## src/rtl/mem_port_arbiter.sv

```systemverilog
// Shares one synchronous-read memory port between instruction fetch and load/store.
// Data requests normally win; a starvation counter forces a fetch grant.
module mem_port_arbiter #(
    parameter int unsigned ADDR_W     = 32,
    parameter int unsigned DATA_W     = 32,
    parameter int unsigned STARVE_MAX = 4
) (
    input  logic                  clk,
    input  logic                  rst,

    input  logic                  if_req_valid,
    output logic                  if_req_ready,
    input  logic [ADDR_W-1:0]     if_req_addr,
    output logic                  if_rsp_valid,
    output logic [DATA_W-1:0]     if_rsp_data,

    input  logic                  d_req_valid,
    output logic                  d_req_ready,
    input  logic [ADDR_W-1:0]     d_req_addr,
    input  logic                  d_req_we,
    input  logic [DATA_W/8-1:0]   d_req_be,
    input  logic [DATA_W-1:0]     d_req_wdata,
    output logic                  d_rsp_valid,
    output logic [DATA_W-1:0]     d_rsp_data,

    output logic                  mem_en,
    output logic [DATA_W/8-1:0]   mem_we,
    output logic [ADDR_W-1:0]     mem_addr,
    output logic [DATA_W-1:0]     mem_wdata,
    input  logic [DATA_W-1:0]     mem_rdata,

    output logic                  busy
);

    localparam logic [3:0] StarveMax = 4'(STARVE_MAX);

    logic       grant_f;
    logic       grant_d;
    logic [3:0] starve_q, starve_d;
    logic       tag_vld_q, tag_vld_d;
    logic       tag_src_f_q, tag_src_f_d;
    logic       tag_we_q, tag_we_d;

    // Grants are gated by reset so nothing reaches the memory while rst is low.
    always_comb begin
        grant_f = 1'b0;
        grant_d = 1'b0;
        if (rst) begin
            if (if_req_valid && d_req_valid) begin
                if (starve_q == StarveMax) begin
                    grant_f = 1'b1;
                end else begin
                    grant_d = 1'b1;
                end
            end else if (if_req_valid) begin
                grant_f = 1'b1;
            end else if (d_req_valid) begin
                grant_d = 1'b1;
            end
        end
    end

    assign if_req_ready = grant_f;
    assign d_req_ready  = grant_d;
    assign mem_en       = grant_f | grant_d;
    assign mem_we       = (grant_d && d_req_we) ? d_req_be : '0;
    assign mem_addr     = grant_f ? if_req_addr : d_req_addr;
    assign mem_wdata    = d_req_wdata;

    always_comb begin
        starve_d    = starve_q;
        tag_vld_d   = grant_f | grant_d;
        tag_src_f_d = grant_f;
        tag_we_d    = grant_d & d_req_we;
        if (!if_req_valid || grant_f) begin
            starve_d = 4'd0;
        end else if (grant_d && (starve_q < StarveMax)) begin
            starve_d = starve_q + 4'd1;
        end
    end

    always_ff @(posedge clk) begin
        if (!rst) begin
            starve_q    <= 4'd0;
            tag_vld_q   <= 1'b0;
            tag_src_f_q <= 1'b0;
            tag_we_q    <= 1'b0;
        end else begin
            starve_q    <= starve_d;
            tag_vld_q   <= tag_vld_d;
            tag_src_f_q <= tag_src_f_d;
            tag_we_q    <= tag_we_d;
        end
    end

    // Read data arrives one cycle after the grant, aligned with the tag.
    assign if_rsp_valid = tag_vld_q & tag_src_f_q;
    assign d_rsp_valid  = tag_vld_q & ~tag_src_f_q;
    assign if_rsp_data  = if_rsp_valid ? mem_rdata : '0;
    assign d_rsp_data   = (d_rsp_valid && !tag_we_q) ? mem_rdata : '0;
    assign busy         = tag_vld_q;

endmodule
```

## config.mk

```make
export PLATFORM = sky130hd
export DESIGN_NAME = mem_port_arbiter
export DESIGN_NICKNAME = d
export VERILOG_FILES = /design/src/rtl/mem_port_arbiter.sv
export SDC_FILE = /design/constraint.sdc
export NUM_CORES = 1
export LEC_CHECK = 0
export ABC_AREA = 1
export CORE_AREA = 2 2 106 108
export CTS_CLUSTER_SIZE = 25
export DETAILED_ROUTE_END_ITERATION = 10
export DIE_AREA = 0 0 108 110
export HOLD_SLACK_MARGIN = 0.05
export SLEW_MARGIN = 40
export SYNTH_ARGS = -nofsm -noshare
export SYNTH_HDL_FRONTEND = slang
export SYNTH_SLANG_ARGS = --single-unit
```

## constraint.sdc

```tcl
create_clock -name clk -period 1.6 [get_ports clk]
set_input_delay 0.24 -clock clk [delete_from_list [all_inputs] [get_ports clk]]
set_output_delay 0.24 -clock clk [all_outputs]
set_load 0.03 [all_outputs]
```

==> results of run 1 <==
==> cell families (layout without fill, tap and decap cells) <==
logic type / count (synthesis) / in the layout / synth area share
simple gates: 190 / 191 / 0.5166
flops: 7 / 7 / 0.09548
compound gates: 1 / 1 / 0.003407
fa+ha+maj: 2 / 2 / 0.01705
buf+inv: 98 / 290 / 0.3674
==> state kept, by name (all words and copies together), names as in the netlist <==
name / count
busy: 1
tag_we_q: 1
starve_q: 4
tag_src_f_q: 1
==> power by group <==
group | internal (mW) | total, mW | switching [mW]
Combinational | 0.598 | 1.25 | 0.649
Sequential | 0.181 | 0.184 | 0.00316
Clock | 0.172 | 0.250 | 0.0775
==> layout make-up <==
| cell class | count | area share |
|---|---|---|
| Inverter | 54 | 0.05582 |
| Timing Repair Buffer | 230 | 0.5439 |
| Sequential cell | 7 | 0.03433 |
| Tap cell | 140 | 0.04179 |
| Clock buffer | 4 | 0.01075 |
| Multi-Input combinational cell | 194 | 0.3057 |
| Timing Repair inverter | 2 | 0.007761 |
==> cell usage after synthesis <==
cell type  count
nand2_1      100
nor2_1        73
inv_1         53
buf_4         35
nand2_2       10
dfxtp_1        7
nand4_1        4
buf_2          3
clkbuf_1       3
buf_6          2
ha_1           2
nand3_1        2
a21oi_1        1
buf_12         1
inv_6          1
nand2_4        1
==> what timing repair did <==
| action | CTS | global route |
|---|---|---|
| buffers inserted | 3 | 2 |
| cloned | 2 | 6 |
| resized for setup | 44 | 113 |
| pin swaps | 12 | 31 |
| endpoints found under the setup margin | 39 | 39 |
==> critical path, stage by stage, from the launching register on <==
cell and delay, ns:
dfxtp_2 0.32, inv_2 0.07, ha_4 0.15, nand3_4 0.08, nand2_8 0.11, nand2_8 0.12, clkbuf_16 0.19, nand2_2 0.06
nand2_2 0.05, buf_6 0.13
==> through the flow <==
| stage | power, mW | setup TNS, ns | utilization |
|---|---|---|---|
| 2_1_floorplan | 0.8590 | 0 | - |
| 4_1_cts | 1.560 | -6.233 | 0.3488 |
| 5_1_grt | 1.774 | -6.987 | 0.3918 |
| 3_3_place_gp | 1.236 | -6.611 | 0.3218 |
| 3_5_place_dp | 1.240 | -6.985 | 0.3218 |
| 6_report | 1.681 | -4.618 | 0.3918 |
==> routing by layer <==
metal,vias to the layer above,track usage
met5,-,0
met4,0,0.01374
met3,11,0.04938
met2,190,0.1954
met1,1104,0.09633
li1,1199,-
==> worst max path at each step <==
stage / from / end / slack (ns) / depth (start not counted)
detailed placement: if_req_valid / mem_addr[30] / -0.23 / 8
global route: starve_q[0] / mem_addr[28] / -0.21 / 9
CTS: starve_q[1] / mem_addr[29] / -0.23 / 10
floorplan: busy / d_rsp_data[0] / 0.01 / 5
finish: starve_q[0] / mem_addr[28] / -0.16 / 9
global placement: if_req_valid / mem_addr[30] / -0.22 / 8
==> results.toml, run 1 <==
[timing]
tightestPinTransition_ns = 0.3481
finalClockSkew_ns = 0.002908
fin_ws_ns = -0.1554
rsz0062_at_grt = "true"
finalCritPeriodShare = 1.097
maxSlewViolCount = 0
whs_ns = 0.3455
hold_viol_final = 0
period_needed_ns = 1.755
fmax_mhz = 569.7
setup_violations = 36
maxSlewHeadroom = 0.7680

[synthesis]
synth.area.top_cells = "nand2_1, nor2_1, buf_4"
seq_area_frac_synth = 0.09548
synth_cell_type_count = 16
yosys.area.top_type = "nand2_1"
netlist.area_leader.share = 0.2558
synth_fp_nets = 437
syn_inst = 298
ys_warn_count = 0
ys_ff_latch = 7
netlist_area_sq_um = 1468
avgSynthCellArea_sq_um = 4.925

[drt]
vias = 2504
drtIter0Drc = 61
maxUsedRoutingLayer = "met4"
wl_per_cell_microns = 12.52
ant_nets = 0
wl_met3_microns = 1128
wl_met1_microns = 2520
drt_first_pass_iters = 4
vias_per_cell = 3.968
wl_met2_microns = 4149
drcViolationCount = 0
drt-total-wl_microns = 7897

[floorplanning]
row_count = 38
core_area_sq_um = 10700
dieWidth_microns = 108
ios = 275
dieArea_sq_um = 11880
fp.dieH_microns = 110
start_util = 0.1372

[clock_tree]
clk_path_buf_depth = 2
cts_tree = "built"
worstSkewPairLatency_ns = 0.23
clock-sinks = 7
clk_pin_slew_ns = 0.04
htree_levels = 1
root_buffer = "clkbuf_8"
cts_buffers = 3
cts_hold_buffers = 0

[global_route]
grt_pass1_vias = 2149
grt_max_degree = 34
antenna_found_initial = 0
gr-usage-all-layers = 0.09991
grt_pass1_wl_microns = 9591
overflow = 0

[min_path]
worst_hold_path_type = "in2reg"
min_from = "if_req_valid"
min_to = "busy"
hold_path_depth = 3

[worst_setup_path]
critPathKind = "reg2out"
reg2reg_slack_ns = 0.12
start_kind = "register"
critical_path_peak_fanout = 5
cp.arrival_ns = 1.52
worst_ep_required_time_ns = 1.36
endpoint_kind = "primary output"
reg2reg_from = "starve_q[0]"
worst_r2r_endpoint = "starve_q[0]"
reg2reg_depth = 11

[cells_and_area]
insertedDiodeCount = 0
num-fill-cells = 1065
drive_gt1_frac = 0.5234
seq_area_sq_um = 143.9
layout.nets = 631
final_cells = 631
area_delta_synth_final_pct = 185.6
multiInputGateArea_sq_um = 1281
layout_commonest_cell = "clkdlybuf4s50_1"
final_cell_mix = "clkdlybuf4s50_1, buf_4, nand2_2"
stdcell_area_sq_um = 4192

[placed_design]
place.gp.congestion = 0.7863
placedInstanceArea_sq_um = 3442
place_ws_ns = -0.2307
dp.cells = 615
io_buffers = 210
post-dp-hpwl_microns = 5501

[power]
power_density_nw_per_um2 = 401.0
vdd.ir_drop.worst_v = 0.0001938
p_leak_nw = 2.107

[flow_run]
max_cap_viol_count = 0

[status]
outcome = "finished, violations left"
violations = "negative setup slack"
Note: power is estimated with default switching activity, not from simulation.
==> run 2: changes to the inputs <==
--- a/config.mk
+++ b/config.mk
@@ -11,6 +11,7 @@
 export DETAILED_ROUTE_END_ITERATION = 10
 export DIE_AREA = 0 0 108 110
 export HOLD_SLACK_MARGIN = 0.05
+export PLACE_DENSITY = 0.6
 export SLEW_MARGIN = 40
 export SYNTH_ARGS = -nofsm -noshare
 export SYNTH_HDL_FRONTEND = slang
==> results of run 2 <==
Same layout as run 1: the final DEF is identical, and so are final timing and power.
==> run 3: changes to the inputs <==
--- a/config.mk
+++ b/config.mk
@@ -10,6 +10,7 @@
 export CTS_CLUSTER_SIZE = 25
 export DETAILED_ROUTE_END_ITERATION = 10
 export DIE_AREA = 0 0 108 110
+export GPL_TIMING_DRIVEN = 0
 export HOLD_SLACK_MARGIN = 0.05
 export PLACE_DENSITY = 0.6
 export SLEW_MARGIN = 40
==> run 3 against run 2 <==
The run still ends with negative setup slack left. Maximum frequency down 3.0%. Largest power group unchanged. Highest routed layer unchanged. Hold slack better by 0.092 ns. Core utilization up 4.1 points. Register-to-register slack better by 0.16 ns. Global-route usage up 2.7 points. Via count up 7.5%. Largest cell class unchanged. Sequential cell count unchanged. Sequential power about the same. Clock power down 5%. Setup slack worse by 0.055 ns.
==> results.toml, run 3 (synthesis gave the netlist of run 1 again) <==
[cells_and_area]
largest_reg_flops = 4
num-fill-cells = 1108
stdcell_area_sq_um = 4633
layout_commonest_cell = "clkdlybuf4s50_1"
drive_gt1_frac = 0.5222
insertedDiodeCount = 0
layout.nets = 703
area_delta_synth_final_pct = 215.7
largest_register = "starve_q"
final_cell_mix = "clkdlybuf4s50_1, nand2_2, buf_4"
final_util = 0.4331

[floorplanning]
start_util = 0.1372
ios = 275
dieArea_sq_um = 11880
dieWidth_microns = 108
fp.dieH_microns = 110
row_count = 38
core_area_sq_um = 10700

[worst_setup_path]
critical_path_peak_fanout = 6
start_kind = "register"
worst_r2r_endpoint = "tag_src_f_q"
startpoint = "starve_q[0]"
worst_ep_required_time_ns = 1.36
reg2reg_from = "starve_q[0]"
reg2reg_slack_ns = 0.28
cp.arrival_ns = 1.57
endpoint_kind = "primary output"
reg2reg_depth = 9
critPathKind = "reg2out"
crit_end = "mem_addr[14]"

[clock_tree]
worstSkewPairLatency_ns = 0.22
clk_path_buf_depth = 2
htree_levels = 1
cts_hold_buffers = 0
cts_tree = "built"
clk_pin_slew_ns = 0.04
root_buffer = "clkbuf_8"
clock-sinks = 7
cts_buffers = 3

[timing]
fin_ws_ns = -0.2102
maxSlewHeadroom = 0.7712
finalClockSkew_ns = 0.0008406
maxSlewViolCount = 0
period_needed_ns = 1.810
rsz0062_at_grt = "true"
finalCritPeriodShare = 1.131
setup_tns_ns = -5.756
tightestPinTransition_ns = 0.3421
setup_violations = 32
fmax_mhz = 552.4
whs_ns = 0.4371
hold_viol_final = 0

[global_route]
grt_max_degree = 11
grt_pass1_vias = 2579
overflow = 0
grt_pass1_wl_microns = 12140
gr-usage-all-layers = 0.1265
antenna_found_initial = 0

[min_path]
worst_hold_path_type = "in2reg"
hold_path_depth = 3

[power]
p_sw_mw = 0.8213
power_density_nw_per_um2 = 401.5
combinationalPowerShare = 0.773
swShare = 0.4415
power_frac_clock = 0.128
vdd.ir_drop.worst_v = 0.0002784
p_leak_nw = 2.386
cell_internal_pwr_mw = 1.039
seqPwrFrac = 0.099

[drt]
vias = 2691
vias_per_cell = 3.828
wl_per_cell_microns = 12.25
ant_nets = 0
drt_first_pass_iters = 7
drt-total-wl_microns = 8611
drtIter0Drc = 71
drcViolationCount = 0

[placed_design]
place_ws_ns = -0.7776
place.gp.congestion = 0.7953
io_buffers = 242
placedInstanceArea_sq_um = 4232
post-dp-hpwl_microns = 6907

[status]
outcome = "finished, violations left"
violations = "negative setup slack"

[flow_run]
max_cap_viol_count = 0
==> run 3: power groups by stage <==
| stage | sequential, mW | clock [mW] | combinational, mW |
|---|---|---|---|
| 6_report | 0.185 | 0.238 | 1.44 |
| 5_1_grt | 0.185 | 0.257 | 1.52 |
| 4_1_cts | 0.185 | 0.249 | 1.41 |
| 3_5_place_dp | 0.187 | 0 | 1.33 |
| 3_3_place_gp | 0.187 | 0 | 1.32 |
| 2_1_floorplan | 0.190 | 0 | 0.669 |
==> run 3: layout make-up <==
type	count	area (sq um)	area share
Buffer	44	389.1	0.08399
Timing Repair Buffer	260	2401	0.5182
Clock buffer	4	45.04	0.009722
Sequential cell	7	143.9	0.03106
Timing Repair inverter	1	11.26	0.002430
Multi-Input combinational cell	193	1257	0.2714
Inverter	54	210.2	0.04537
Tap cell	140	175.2	0.03781
==> run 3: worst min path at each step <==
stage,slack (ns),startpoint,end
final,0.44,if_req_valid,busy
after detailed placement,0.45,starve_q[3],starve_q[3]
after CTS,0.45,if_req_valid,busy
after global placement,0.44,starve_q[3],starve_q[3]
after floorplan,0.38,rst,busy
after global routing,0.46,if_req_valid,busy
==> run 3: what timing repair did <==
action / in CTS / in global routing
gates resized for setup: 681 / 53
endpoints found under the setup margin: 105 / 78
cloned: 7 / 0
setup buffers: 9 / 3
pin swaps: 35 / 3
==> run 3: stage by stage <==
stage                     total power, mW  instances
final                               1.860        703
after global routing                1.960        703
after CTS                           1.842        700
after detailed placement            1.514        680
after global placement              1.507        680
after floorplan                    0.8590        298
==> run 3: routing by layer <==
metal | track usage | vias up | share of wire
li1 | - | 1345 | -
met1 | 0.1217 | 1176 | 0.32
met2 | 0.2642 | 162 | 0.55
met3 | 0.04292 | 8 | 0.12
met4 | 0.01465 | 0 | 0.0085
met5 | 0 | - | 0
==> run 3: worst max-delay path: stages (launching register included) <==
cell	delay, ns
dfxtp_2	0.32
inv_2	0.08
ha_4	0.15
nand3_4	0.06
nand2_4	0.10
nand2_8	0.10
buf_6	0.14
buf_6	0.13
nand2_2	0.06
nand2_2	0.07
buf_6	0.14
